===== src/rtl/i_fetch_pkg.sv =====
// rtl/i_fetch_pkg.sv - shared fetch states, widths and instruction byte constants for bfcpu
package i_fetch_pkg;

  // Default instruction address width
  localparam int DEF_ADDR_WIDTH = 16;

  // Fetch sequencer states
  typedef enum logic [1:0] {
    ST_IDLE = 2'd0,
    ST_REQ  = 2'd1,
    ST_GAP  = 2'd2
  } fetch_state_e;

  // Instruction bytes as seen by decode
  localparam logic [7:0] OP_INC        = 8'h2B;  // '+'
  localparam logic [7:0] OP_DEC        = 8'h2D;  // '-'
  localparam logic [7:0] OP_RIGHT      = 8'h3E;  // '>'
  localparam logic [7:0] OP_LEFT       = 8'h3C;  // '<'
  localparam logic [7:0] OP_OUT        = 8'h2E;  // '.'
  localparam logic [7:0] OP_IN         = 8'h2C;  // ','
  localparam logic [7:0] OP_LOOP_OPEN  = 8'h5B;  // '['
  localparam logic [7:0] OP_LOOP_CLOSE = 8'h5D;  // ']'

endpackage


===== src/rtl/i_fetch_buf.sv =====
// rtl/i_fetch_buf.sv - two-entry {pc,data} prefetch FIFO with flush
module i_fetch_buf #(
  parameter int AW = 16
) (
  input  logic          clk,
  input  logic          rst_n,
  input  logic          push_i,
  input  logic [AW-1:0] push_pc_i,
  input  logic [7:0]    push_data_i,
  input  logic          pop_i,
  input  logic          flush_i,
  output logic [1:0]    count_o,
  output logic [AW-1:0] head_pc_o,
  output logic [7:0]    head_data_o
);

  logic [1:0]    count_q, count_d;
  logic [AW-1:0] pc0_q, pc0_d, pc1_q, pc1_d;
  logic [7:0]    dat0_q, dat0_d, dat1_q, dat1_d;
  logic          do_pop, do_push;

  // Entry 0 is always the head; a pop shifts entry 1 down into it
  always_comb begin
    count_d = count_q;
    pc0_d   = pc0_q;
    dat0_d  = dat0_q;
    pc1_d   = pc1_q;
    dat1_d  = dat1_q;
    do_pop  = pop_i && (count_q != 2'd0);
    do_push = push_i && ((count_q != 2'd2) || do_pop);
    if (flush_i) begin
      count_d = 2'd0;
    end else begin
      case ({do_push, do_pop})
        2'b10: begin
          if (count_q == 2'd0) begin
            pc0_d  = push_pc_i;
            dat0_d = push_data_i;
          end else begin
            pc1_d  = push_pc_i;
            dat1_d = push_data_i;
          end
          count_d = count_q + 2'd1;
        end
        2'b01: begin
          pc0_d   = pc1_q;
          dat0_d  = dat1_q;
          count_d = count_q - 2'd1;
        end
        2'b11: begin
          if (count_q == 2'd1) begin
            pc0_d  = push_pc_i;
            dat0_d = push_data_i;
          end else begin
            pc0_d  = pc1_q;
            dat0_d = dat1_q;
            pc1_d  = push_pc_i;
            dat1_d = push_data_i;
          end
        end
        default: ;
      endcase
    end
  end

  // Storage and occupancy registers
  always_ff @(posedge clk or negedge rst_n) begin
    if (!rst_n) begin
      count_q <= 2'd0;
      pc0_q   <= '0;
      dat0_q  <= 8'd0;
      pc1_q   <= '0;
      dat1_q  <= 8'd0;
    end else begin
      count_q <= count_d;
      pc0_q   <= pc0_d;
      dat0_q  <= dat0_d;
      pc1_q   <= pc1_d;
      dat1_q  <= dat1_d;
    end
  end

  assign count_o     = count_q;
  assign head_pc_o   = pc0_q;
  assign head_data_o = dat0_q;

endmodule


===== src/rtl/i_fetch.sv =====
// rtl/i_fetch.sv - bfcpu instruction fetch: request sequencer, prefetch buffer, redirect and end detect
module i_fetch
  import i_fetch_pkg::*;
#(
  parameter int I_ADDR_WIDTH = DEF_ADDR_WIDTH,
  parameter int I_MEM_LENGTH = 1024
) (
  input  logic                    clk,
  input  logic                    rst_n,
  output logic                    i_req,
  output logic [I_ADDR_WIDTH-1:0] i_addr,
  input  logic                    i_ack,
  input  logic [7:0]              i_rdata,
  output logic                    f_valid,
  output logic [7:0]              f_data,
  output logic [I_ADDR_WIDTH-1:0] f_pc,
  input  logic                    f_ready,
  input  logic                    f_redirect,
  input  logic [I_ADDR_WIDTH-1:0] f_target,
  output logic                    f_end
);

  // One extra PC bit so a memory of exactly 2^I_ADDR_WIDTH bytes can be run past
  localparam int              PW      = I_ADDR_WIDTH + 1;
  localparam logic [PW-1:0]   MEM_LEN = PW'(I_MEM_LENGTH);
  localparam logic [PW-1:0]   PC_ONE  = PW'(1);

  fetch_state_e  state_q, state_d;
  logic [PW-1:0] pc_q, pc_d;
  logic [1:0]    count;
  logic          has_room, in_range, ack_take, pop_take;

  // Only one request is ever outstanding, so count<2 at issue leaves a slot for its data
  assign has_room = (count < 2'd2);
  assign in_range = (pc_q < MEM_LEN);
  assign ack_take = (state_q == ST_REQ) && i_ack && !f_redirect;
  assign pop_take = f_valid && f_ready && !f_redirect;

  // Next state, next PC and request output; redirect overrides everything
  always_comb begin
    state_d = state_q;
    pc_d    = pc_q;
    i_req   = (state_q == ST_REQ);
    if (f_redirect) begin
      state_d = ST_GAP;
      pc_d    = {1'b0, f_target};
    end else begin
      case (state_q)
        ST_IDLE: begin
          if (has_room && in_range) state_d = ST_REQ;
        end
        ST_REQ: begin
          if (i_ack) begin
            pc_d    = pc_q + PC_ONE;
            state_d = ST_GAP;
          end
        end
        ST_GAP: begin
          state_d = (has_room && in_range) ? ST_REQ : ST_IDLE;
        end
        default: state_d = ST_IDLE;
      endcase
    end
  end

  // Sequencer state and fetch PC
  always_ff @(posedge clk or negedge rst_n) begin
    if (!rst_n) begin
      state_q <= ST_IDLE;
      pc_q    <= '0;
    end else begin
      state_q <= state_d;
      pc_q    <= pc_d;
    end
  end

  i_fetch_buf #(
    .AW (I_ADDR_WIDTH)
  ) u_buf (
    .clk         (clk),
    .rst_n       (rst_n),
    .push_i      (ack_take),
    .push_pc_i   (pc_q[I_ADDR_WIDTH-1:0]),
    .push_data_i (i_rdata),
    .pop_i       (pop_take),
    .flush_i     (f_redirect),
    .count_o     (count),
    .head_pc_o   (f_pc),
    .head_data_o (f_data)
  );

  assign i_addr  = pc_q[I_ADDR_WIDTH-1:0];
  assign f_valid = (count != 2'd0);
  assign f_end   = !in_range && (count == 2'd0) && (state_q != ST_REQ);

endmodule


===== config.mk =====
export PLATFORM = sky130hd
export DESIGN_NAME = i_fetch
export DESIGN_NICKNAME = d
export VERILOG_FILES = /design/src/rtl/i_fetch_pkg.sv /design/src/rtl/i_fetch_buf.sv /design/src/rtl/i_fetch.sv
export SDC_FILE = /design/constraint.sdc
export NUM_CORES = 1
export LEC_CHECK = 0
export CORE_MARGIN = 2
export CORE_UTILIZATION = 55
export DETAILED_ROUTE_END_ITERATION = 8
export HOLD_SLACK_MARGIN = 0.15
export PLACE_DENSITY = 0.95
export SLEW_MARGIN = 40
export SYNTH_ARGS = -nofsm -noshare
export SYNTH_HDL_FRONTEND = slang
export SYNTH_SLANG_ARGS = --single-unit

===== constraint.sdc =====
create_clock -name clk -period 5.6 [get_ports clk]
set_input_delay 0.56 -clock clk [delete_from_list [all_inputs] [get_ports clk]]
set_output_delay 0.56 -clock clk [all_outputs]
set_load 0.1 [all_outputs]

=== After elaboration in Yosys (flattened, before gate mapping) ===
Index checks and enable logic that the tools add are counted.

* Register bits: 69
* Output and inout port bits: 43
* Logic and storage cells: 72

* Multiplexer cells: 22
* Equality and inequality tests: 13
* Reduce and logical (&&, ||, !) cells: 24
* $lt $le $gt $ge: 2
* Bitwise gates (word level): 1
* $add $sub $neg: 3

{| class="wikitable"
|+ Operator list
! kind !! count
|-
| two-way mux 16 bit || 4
|-
| two-way mux 17 bit || 3
|-
| case mux 16 bit (3 select lines) || 1
|-
| two-way mux 8 bit || 4
|-
| case mux 16 bit (2 select lines) || 1
|-
| case mux 8 bit (3 select lines) || 1
|-
| adder 17 x 1 -> 17 bit, second input constant || 1
|-
| < comparator 17 x 11 -> 1 bit, second input constant || 1
|-
| case mux 8 bit (2 select lines) || 1
|-
| logical AND 1 bit || 9
|-
| two-way mux 2 bit || 4
|-
| != test 2 bit, second input constant || 4
|-
| nonzero test 2 bit || 4
|-
| == test 2 x 1 -> 1 bit, second input constant || 3
|-
| == test 2 bit, second input constant || 3
|-
| case mux 2 bit (3 select lines) || 1
|-
| nonzero test 3 bit || 2
|-
| zero test 2 bit || 2
|-
| case mux 2 bit (2 select lines) || 1
|-
| AND reduction 2 bit || 2
|-
| AND reduction 4 bit || 1
|-
| != test 3 x 1 -> 1 bit, second input constant || 1
|-
| != test 3 bit, second input constant || 1
|-
| AND reduction 3 bit || 1
|-
| other kinds (8) || 9
|}

=== Longest topological paths before layout ===
Gate-level depths: netlist of run 1.

* Depth after elaboration: 9
* Gate-level depth with buffers: 8
* Mapped depth without buffers: 6

=== By module ===
From an unflattened synthesis of run 1, not the netlist that was laid out.

* Cell total of the unflattened synthesis: 319
* Area total of the unflattened synthesis: 3562.2 µm²

{| class="wikitable"
|+ Modules (own cells, without submodules)
! module !! times used !! sequential area each (µm²) !! cells each !! area an instance (µm²)
|-
| i_fetch_buf || 1 || 1251.2 || 179 || 2297.2
|-
| i_fetch || 1 || 475.5 || 140 || 1265.0
|}

=== Least setup slack after synthesis of run 1 ===
Ideal clock, no wire load.

* Path type: flip-flop to output port
* Start: reg u_buf.count_q[0] (netlist: u_buf.count_o[0])
* End: out f_end
* Cell stages (with the launch flop): 4
* Data required time: 5.040 ns
* Arrival: 1.449 ns
* Path slack: 3.591 ns
* Path through: dfrtp_1 > inv_1 > ha_1 > and3_1

* Cells in the longest elaborated chain, start to end: 3

{| class="wikitable"
|+ Ends and longest elaborated chain
! item !! line !! text
|-
| from (decl) || i_fetch_buf.sv:17 || <nowiki>logic [1:0] count_q, count_d;</nowiki>
|-
| from (signal assigned) || i_fetch_buf.sv:75 || <nowiki>count_q <= count_d;</nowiki>
|-
| zero test 2 bit || i_fetch.sv:94 || <nowiki>assign f_end = !in_range && (count == 2'd0) && (state_q != ST_REQ);</nowiki>
|-
| logical AND 1 bit (2 in a row) || i_fetch.sv:94 ||
|-
| to (decl) || i_fetch.sv:20 || <nowiki>output logic f_end</nowiki>
|}

Every way passes these cells.

=== Worst setup path in the final report of run 1 ===
* Start: in i_ack
* End: reg u_buf.dat1_q[4]

* Cells in the longest elaborated chain, start to end: 6
* Elaborated cells on any way between the ends: 10
* Those cells by class: 4 x eq/ne; 1 x mux; 5 x reduce/logical

{| class="wikitable"
|+ Ends and longest elaborated chain
! item !! line !! text
|-
| from (decl) || i_fetch.sv:12 || <nowiki>input logic i_ack,</nowiki>
|-
| logical AND 1 bit * (2 in a row) || i_fetch.sv:36 || <nowiki>assign ack_take = (state_q == ST_REQ) && i_ack && !f_redirect;</nowiki>
|-
| logical AND 1 bit * || i_fetch_buf.sv:30 || <nowiki>do_push = push_i && ((count_q != 2'd2) || do_pop);</nowiki>
|-
| == test 2 bit || i_fetch_buf.sv:34 || <nowiki>case ({do_push, do_pop})</nowiki>
|-
| != test 2 bit (no line) / nonzero test 2 bit (equally long branches) || -- ||
|-
| AND reduction 4 bit (no line) || -- ||
|-
| to (signal assigned) || i_fetch_buf.sv:79 || <nowiki>dat1_q <= dat1_d;</nowiki>
|-
| to (decl) || i_fetch_buf.sv:19 || <nowiki>logic [7:0] dat0_q, dat0_d, dat1_q, dat1_d;</nowiki>
|}

Every way passes the cells marked *; elsewhere a longest branch is shown, timed or not.
A chain may end at the register's enable or synchronous reset.

==> results of run 1 <==
-- power groups by stage --
| stage | Combinational, mW | Clock [mW] | Sequential, mW |
|---|---|---|---|
| finish | 0.959 | 0.444 | 0.657 |
| global route | 0.993 | 0.473 | 0.669 |
| CTS | 0.963 | 0.447 | 0.657 |
| detailed placement | 0.960 | 0 | 0.667 |
| global placement | 1.02 | 0 | 0.664 |
| floorplan | 0.276 | 0 | 1.19 |
-- cells by family after synthesis --
logic type / Yosys count
compound gates: 45
mux: 56
simple gates: 93
flops: 69
buf+inv: 39
xor+xnor: 11
fa+ha+maj: 4
-- cells in the final DEF (no fill, tap or decap), drive strengths merged --
master and instances:
xor2 2, and4bb 1, and3b 1, mux2i 31, and3 1, clkinv 1, o21ai 36, clkdlybuf4s50 27
nand2b 3, nand2 46, dfrtp 69, a22oi 2, nor4 6, xnor2 9, inv 4, a221o 2
nand3b 1, nor2b 5, bufinv 2, clkbuf 11, nand4b 2, nor2 10, clkinvlp 1, a2bb2oi 1
ha 4, nand4 7, nand3 2, nor3b 2, o32a 1, nor3 6, mux2 25, buf 49
a211oi 3
-- worst paths after layout --
| path | from | to | slack [ns] |
|---|---|---|---|
| max | i_ack | u_buf.dat1_q[4] | 3.14 |
| min | rst_n | pc_q[1] | 0.30 |
| max reg2reg | u_buf.count_o[1] | u_buf.head_pc_o[14] | 3.35 |
| min reg2reg | u_buf.head_pc_o[15] | u_buf.head_pc_o[15] | 0.48 |
| max in group asynchronous | rst_n | u_buf.pc1_q[12] | 4.86 |
| min in group clk | u_buf.head_pc_o[15] | u_buf.head_pc_o[15] | 0.48 |
-- registers in the layout, indices dropped and copies added, names as in the netlist --
| name | count |
|---|---|
| u_buf.pc1_q | 16 |
| u_buf.head_pc_o | 16 |
| u_buf.dat1_q | 8 |
| state_q | 2 |
| u_buf.head_data_o | 8 |
| pc_q | 17 |
| u_buf.count_o | 2 |
-- layer usage --
layer	global-route usage [%]	wire length, µm	vias up
met4	12.7	225	0
met5	0	0	-
li1	-	-	1192
met1	29.5	3100	1230
met2	36.7	3780	104
met3	4.17	430	22
-- stage by stage --
step | util [%] | hold WS (ns) | setup WS [ns]
2_1_floorplan | - | 0.264 | 3.59
3_3_place_gp | 67.6 | 0.460 | 2.56
3_5_place_dp | 64.8 | 0.471 | 2.83
4_1_cts | 68.4 | 0.446 | 3.18
5_1_grt | 68.4 | 0.363 | 3.01
6_report | 68.4 | 0.295 | 3.14
-- cell usage after synthesis (3+ instances only) --
| library cell | number |
|---|---|
| nand4_1 | 7 |
| nor2_1 | 10 |
| buf_4 | 16 |
| inv_1 | 4 |
| buf_2 | 5 |
| clkbuf_1 | 8 |
| o21ai_1 | 21 |
| nand2b_1 | 3 |
| nor4_1 | 5 |
| nor2b_1 | 5 |
| mux2i_1 | 31 |
| xnor2_1 | 9 |
| clkbuf_2 | 3 |
| o21ai_0 | 15 |
| dfrtp_1 | 69 |
| ha_1 | 4 |
| mux2_2 | 25 |
| nor3_1 | 6 |
| nand2_1 | 46 |
-- worst reg2reg max path, cell delays in order (launching register included) --
cell and delay, ns:
dfrtp_1 0.42, inv_1 0.09, ha_1 0.24, nand2b_1 0.32
a211oi_4 0.27, buf_4 0.40, mux2i_1 0.31, o21ai_1 0.09
-- final cells by class --
cell class              instances  area [µm²]  area share (%)
flip-flops and latches         69        1730            42.1
multi-input cells             209        1490            36.4
repair buffers                 76         556            13.6
clock buffers                  11         141            3.45
well taps                      75        93.8            2.29
clock inverters                 4        72.6            1.77
inverters                       4        15.0           0.366
==> run metrics, run 1 <==
vias in the first global route roughly 2500; area post-placement between 0.003 and 0.004 mm²; die height 83.1 µm; initial detailed-routing violation count 161; CP endpoint kind register; H-Tree Depth 3; reg2reg path depth 7; IO Pins between 70 and 80; share of flip-flops with an asynchronous set or reset between 90% and 100%; area leader, netlist dfrtp_1; complex-gate fraction of the synthesized area 7.81%; CP peak stage delay about 0.60 ns; DR WL/cell around 17 µm; die span in x a little over 80 µm; sequential fraction of the synthesis area about half; Detailed Place HPWL a little over 5000 µm; mux share of post-synthesis cell area between 10% and 20%; Post-synth EDFFs 0; Avg Inst Size Synth approximately 11 µm²; CP Class in -> reg; post-synthesis adder-cell area fraction 1.45%; cell family with most CP delay simple AND/OR/NAND/NOR gates; placed instance count approximately 430; status completed; Hold Crit Class in -> async; ratio of cells with drive above 1 in the final layout between 20% and 30%; Detail Route Antenna Nets 0; Least-Margin Pin Slew between 0.6 and 0.7 ns; DIE AREA 0.00691 mm²; CTS resizes 0; switching power 1.06 mW; Routed Wire Length approximately 7500 µm; initial cell density of the core about 57%; Placer Congestion about 0.83; Via-to-Cell Ratio ~5.7; Yosys reg bits 69; syn_nets 350; number of unique standard cell types used by synthesis 36; CTS root buf clkbuf_8; Synth top area share about half; Final period util a little over two fifths; Worst Skew between 0.007 and 0.008 ns; worst skew pair latency between 0.3 and 0.4 ns; synth-to-layout area growth 19.0%; Site Rows 28; Gate Count Post-Synth around 320; core area around 0.006 mm²; Peak VDD IR between 0.0004 and 0.0005 V; Post-CTS Setup Bufs 0; TritonCTS clock tree built; Combinational Power Share a little under half; router iterations before antenna repair 4; Net Sw Frac between 50% and 60%; Internal Pwr Total ~1.0 mW; fmax roughly 410 MHz; vias after detailed routing 2548; Seq pwr share between 30% and 40%; Final #Nets around 400; Rel. slew slack 56.9%; Power per Cell Area 503 mW/mm²; total track usage between 20% and 30%; CP required 5.83 ns; FILL cells between 400 and 500; initial antenna violation count 0; crit path launch type input pin; Worst-path clk slew about 0.07 ns; final std cells w/o fill between 400 and 500; clock buffer depth 2; Post-Synth XOR/XNOR Area under 10%; RSZ-0062 raised after global routing false; CP arrival 2.68 ns; cts bufs inserted 9; Final Hold Fails 0; fin crit period approximately 2.5 ns; post-layout instance area just over 0.004 mm²; Bufs and invs on worst path 1; fin. max-slew vios 0; LEAKAGE between 1.5 and 2 nW; max-cap violation count 0; Final setup viols 0; Sum Neg Setup Slack 0 ns; cts hold-fix bufs 0; first-pass GRT wire length between 10000 and 15000 µm; Syn. warnings 0; Synth area leaders dfrtp_1 50%, mux2i_1 9.0%, mux2_2 8.2%, nand2_1 5.0%, buf_4 3.5%; Overall Power approximately 2.1 mW; critical path depth 4; number of remaining DRC errors 0; clk sink count 69; Worst Path Max Fanout 24; largest family of logic cells by synthesized area multiplexers; gr ovfl total 0; IO Port Bufs 71; Critical-path top delay cell nand3_2; Post-synth top flop dfrtp_1; worst path cell trace clkdlybuf4s50_1 -> and3b_1 -> nand3_2 -> mux2_2; Post-Synth Simple-Gate Area a little over an eighth; diode count 0; Synth Cell Area about 0.0034 mm²; largest net degree at the start of global routing 70; Clock power frac a little over a fifth
(Power assumes the default switching activity.)
==> inputs of run 2 (changes only) <==
- CORE_UTILIZATION: 55 -> 46
- PLACE_DENSITY: 0.95 -> 0.87
- clock period: 5.6 -> 2.2 ns (I/O delays scaled with it)
==> run 2 against run 1 <==
Core utilization down 9.8 points. Cell count up 6.7%. Setup slack worse by 2.9 ns. Hold slack better by 0.075 ns. Cell area up 3.7%. Die area up 19%. Non-clock buffer count up 6. Clock skew up 0.0013 ns. Total power rose to 2.5 times the previous value. Register-to-register slack worse by 3.1 ns. Critical path depth up 3. Combinational power rose to 2.7 times the previous value. Critical path type is now reg -> reg. Critical endpoint is now u_buf.head_data_o[0]. Largest cell class unchanged. Highest routed layer unchanged.
==> run metrics, run 2 (same netlist as run 1, synthesis figures left out) <==
status completed; DIE AREA 0.00820 mm² (+19%); fin. max-slew vios 0 (unchanged); Peak VDD IR 0.000453 V (-7.7%); Final #Nets 408 (+1.5%); worst skew pair latency 0.34 ns (about the same); RSZ-0062 raised after global routing false; Final Hold Fails 0 (unchanged); max-cap violation count 0 (unchanged); clock buffer depth 2 (unchanged); router iterations before antenna repair 4 (unchanged); ratio of cells with drive above 1 in the final layout 24.8% (-0.13 points); number of remaining DRC errors 0 (unchanged); clk sink count 69 (unchanged); LEAKAGE 1.91 nW (+1.9%); Sum Neg Setup Slack 0 ns (unchanged); Final setup viols 0 (unchanged); Detailed Place HPWL 5130 µm (-1.3%); cts bufs inserted 9 (unchanged); Routed Wire Length 7270 µm (-3.4%); Placer Congestion 0.841 (+0.86%); FILL cells 610 (+51%); Least-Margin Pin Slew 0.494 ns (-0.153 ns); Final period util roughly nine tenths; vias in the first global route 2519 (-1.1%); CTS root buf clkbuf_8; CP endpoint kind register; Worst Skew 0.00856 ns (+0.00130 ns); Overall Power 5.22 mW (+150%); max reg flops 17 (unchanged); CP arrival 2.15 ns (-0.53 ns); area of the multi-input gates 0.00149 mm² (-0.33%); Power per Cell Area 1230 mW/mm² (+140%); total track usage 18.8% (-4.1 points); diode count 0 (unchanged); IO Port Bufs 71 (unchanged); Site Rows 31 (+11%); largest net degree at the start of global routing 52 (-26%); CTS resizes 0 (unchanged); commonest non-fill, non-tap cell in the layout dfrtp_1; IO Pins 72 (unchanged); DR WL/cell 15.2 µm (-9.5%); gr ovfl total 0 (unchanged); crit path launch type register; CP required 2.40 ns (-3.43 ns); die height 90.5 µm (+8.9%); H-Tree Depth 3 (unchanged); TritonCTS clock tree built; commonest cells after routing, fill and taps aside 69 x dfrtp_1, 50 x buf_4, 46 x nand2_1; Hold Crit Class in -> async; Rel. slew slack 67.1% (+10 points); Biggest register pc_q; core area 0.00725 mm² (+21%); vias after detailed routing 2492 (-2.2%); Detail Route Antenna Nets 0 (unchanged); CP Class reg -> reg; fin crit period 1.95 ns; initial detailed-routing violation count 96 (-40%); Via-to-Cell Ratio 5.21 (-8.3%); register area 0.00173 mm² (unchanged); die span in x 90.5 µm (+8.9%); initial cell density of the core 47.5% (-10 points); Worst Path Max Fanout 24 (unchanged); fmax 513 MHz; initial antenna violation count 0 (unchanged); Hold Slack 0.370 ns (+0.0748 ns); synth-to-layout area growth 23.4%; first-pass GRT wire length 12300 µm (-2.2%); Worst-path clk slew 0.07 ns (about the same)
==> run 2: changes by cell type in the layout (fill, tap and decap cells not counted), sizes merged <==
cell	change
clkinvlp	-1
bufinv	-1
buf	+5
dlygate4sd3	+1
clkbuf	+2
==> run 2: layout make-up <==
cell class / count / area share, %
clock buffers: 13 / 3.27
repair buffers: 82 / 17.0
clock inverters: 2 / 0.824
inverters: 4 / 0.353
flip-flops and latches: 69 / 40.6
well taps: 99 / 2.92
multi-input cells: 209 / 35.0
==> run 2: metrics by stage <==
stage / instances / instance area, µm² / setup slack (ns) / utilization, %
2_1_floorplan: 317 / 3440 / 0.295 / -
3_3_place_gp: 462 / 4070 / 0.256 / 56.0
3_5_place_dp: 462 / 4070 / 0.143 / 56.0
4_1_cts: 478 / 4250 / 0.239 / 58.6
5_1_grt: 478 / 4250 / 0.0748 / 58.6
6_report: 478 / 4250 / 0.250 / 58.6
==> run 2: what timing repair did <==
action                    4_1_cts  5_1_grt
setup buffers                   0        0
hold buffers                    1        0
hold endpoints to repair       18        0
==> run 2: path summary, 6_finish.rpt <==
kind | startpoint | endpoint | slack (ns) | depth (start not counted)
setup / recovery | u_buf.count_o[1] | u_buf.head_data_o[0] | 0.25 | 7
hold / removal | rst_n | u_buf.head_data_o[5] | 0.37 | 2
setup reg to reg | u_buf.count_o[1] | u_buf.head_data_o[0] | 0.25 | 7
hold reg to reg | u_buf.head_pc_o[15] | u_buf.head_pc_o[15] | 0.48 | 2
max in group asynchronous | rst_n | u_buf.head_data_o[7] | 1.19 | 3
min in group clk | f_target[9] | pc_q[9] | 0.44 | 3
==> run 2: metal layers <==
metal,GRT usage (%),routed length [µm]
met5,0,0
met1,25.4,3310
met2,30.0,3540
met4,5.77,79
met3,4.76,336
==> run 2: power breakdown <==
part	internal [mW]	total, mW	switching, mW	leakage, nW
clock	0.518	0.972	0.454	0.0875
combinational	0.532	2.58	2.05	0.922
sequential	1.50	1.67	0.172	0.898
total	2.55	5.22	2.68	1.91
==> run 2: worst max-delay path, cell delays in order (launching register included) <==
cell      delay (ns)
dfrtp_1         0.43
inv_1           0.09
ha_1            0.24
nand2b_1        0.21
a211oi_4        0.27
buf_12          0.25
mux2i_1         0.22
o21ai_0         0.10
==> inputs of run 3 (changes only) <==
- CORE_MARGIN: 2 -> default
- clock period: 2.2 -> 1.75 ns (I/O delays scaled with it)
==> run 3 against run 2 <==
The flow now finishes with violations (setup timing). Non-clock buffer count increased by 38. Die area decreased by 4.4%. Sequential share of layout area decreased by 6.0 points. Fmax increased by 10%. Cell count increased by 7.7%. Sequential power increased by 25%. Wire length increased by 27%. Via count increased by 12%. Global-route usage increased by 4.2 points. Flip-flop and latch count unchanged. Highest routed layer unchanged.
==> run metrics, run 3 (same netlist as run 1, synthesis figures left out) <==
Final Hold Fails 0 (unchanged); commonest cells after routing, fill and taps aside 68 x dfrtp_1, 58 x buf_4, 46 x nand2_1; cts bufs inserted 9 (unchanged); R2R Path Start u_buf.count_o[0]; commonest non-fill, non-tap cell in the layout dfrtp_1; first-pass GRT wire length 13400 µm (+9.2%); vias in the first global route 2787 (+11%); IO Pins 72 (unchanged); CTS root buf clkbuf_8; DR WL/cell 18.0 µm (+18%); Least-Margin Pin Slew 0.384 ns (-0.110 ns); worst path cell trace inv_2 -> ha_4 -> nand2b_4 -> a211oi_4 -> buf_6 -> buf_12 -> mux2i_2 -> o21ai_1; failing checks setup timing; Critical-path top delay cell dfrtp_1; Final #Nets 446 (+9.3%); Final period util 101% (+13 points); fin crit period 1.77 ns (-0.178 ns); reg2reg path depth 8 (+1); pre-CTS setup slack -0.138 ns (-0.281 ns); Hold Slack 0.388 ns (+0.0176 ns); Worst Path Max Fanout 6 (-75%); FF-to-FF setup slack -0.02 ns (-0.27 ns); Hold Crit Class in -> async; worst skew pair latency 0.34 ns (about the same); Detail Route Antenna Nets 0 (unchanged); die span in x 88.5 µm (-2.2%); CP Class reg -> reg; cell family with most CP delay flip-flops; Critical Path Start u_buf.count_o[0]; status finished, violations left; crit path launch type register; Worst-path clk slew 0.07 ns (about the same); CP arrival 1.99 ns (-0.16 ns); clock buffer depth 2 (unchanged); ratio of cells with drive above 1 in the final layout 35.8% (+11 points); clk sink count 69 (unchanged); H-Tree Depth 3 (unchanged); initial cell density of the core 47.5% (unchanged); Routed Wire Length 9260 µm (+27%); CP peak stage delay 0.38 ns (-0.05 ns); diode count 0 (unchanged); RSZ-0062 raised after global routing true; Final setup viols 8 (+8); Power per Cell Area 1420 mW/mm² (+15%); Biggest register pc_q; synth-to-layout area growth 44.8%; Rel. slew slack 74.4% (+7.3 points); DIE AREA 0.00784 mm² (-4.4%); IO Port Bufs 71 (unchanged); initial antenna violation count 0 (unchanged); CP required 1.97 ns (-0.43 ns); Reg-to-Reg End u_buf.head_data_o[0]; initial detailed-routing violation count 127 (+32%); final worst slack -0.0219 ns (-0.272 ns); gr ovfl total 0 (unchanged); total track usage 23.1% (+4.2 points); TritonCTS clock tree built; Site Rows 31 (unchanged); Detailed Place HPWL 5460 µm (+6.5%); die height 88.5 µm (-2.2%); fmax 564 MHz (+10%); max reg flops 17 (unchanged); core area 0.00725 mm² (unchanged); number of remaining DRC errors 0 (unchanged); largest net degree at the start of global routing 70 (+35%); CP endpoint kind register; Placer Congestion 0.881 (+4.8%); router iterations before antenna repair 6 (+2); LEAKAGE 2.25 nW (+18%); vias after detailed routing 2790 (+12%); fin. max-slew vios 0 (unchanged); max-cap violation count 0 (unchanged); Bufs and invs on worst path 3 (+1); Via-to-Cell Ratio 5.42 (+3.9%); Peak VDD IR 0.000567 V (+25%); Worst Skew 0.0116 ns (+0.00301 ns)
==> run 3: metrics by stage <==
step / cell area (µm²) / util (%) / TNS [ns] / power (mW) / instances
after floorplan: 3460 / - / 0 / 4.69 / 317
after CTS: 4830 / 66.6 / -0.0705 / 6.99 / 505
after global placement: 4480 / 61.8 / -1.28 / 5.54 / 483
after global routing: 4990 / 68.8 / -1.53 / 7.33 / 515
after detailed placement: 4480 / 61.8 / -3.03 / 5.61 / 483
final: 4990 / 68.8 / -0.0744 / 7.06 / 515
==> run 3: worst max-delay path by stage <==
stage / slack, ns / end / depth (start not counted)
global placement: -0.09 / pc_q[15] / 7
floorplan: 0.02 / u_buf.head_pc_o[10] / 7
global route: -0.09 / u_buf.head_pc_o[14] / 8
detailed placement: -0.14 / u_buf.head_data_o[0] / 6
finish: -0.02 / u_buf.head_data_o[0] / 8
CTS: -0.03 / f_end / 4
==> run 3: power by group <==
group / internal, mW / switching [mW] / total (mW)
Clock: 0.761 / 0.565 / 1.33
Combinational: 0.941 / 2.71 / 3.66
Sequential: 1.88 / 0.196 / 2.08
==> run 3: per-layer routing <==
layer	share of wire, %	global-route usage [%]	vias to the layer above	routed length (µm)
met5	0	0	-	0
met2	53	39.2	113	4890
met4	1.9	10.4	0	173
met3	5.3	3.45	19	493
met1	40	29.2	1375	3710
li1	-	-	1283	-
==> run 3: area by class of cell <==
class | instances | area, µm²
flip-flops and latches | 69 | 1730
repair buffers | 120 | 1360
inverters | 4 | 15.0
well taps | 99 | 124
fillers | 508 | 2260
multi-input cells | 209 | 1570
clock buffers | 13 | 169
clock inverters | 1 | 30.0
==> run 3: timing repair <==
item | in CTS | in global routing
hold endpoints to repair | 69 | 0
pin swaps | 2 | 11
gates cloned | 2 | 4
resized for setup | 8 | 15
buffers inserted | 5 | 8
endpoints found under the setup margin | 9 | 32
hold buffers | 1 | 0
==> run 3: worst reg2reg max path: cells and delay by family, from the launching register on <==
| family | cells | cell delay (ns) |
|---|---|---|
| AOI/OAI and AO/OA | 2 | 0.38 |
| adders and majority gates | 1 | 0.17 |
| buffers and inverters | 3 | 0.36 |
| DFF | 1 | 0.38 |
| muxes | 1 | 0.21 |
| and+or+nand+nor | 1 | 0.15 |
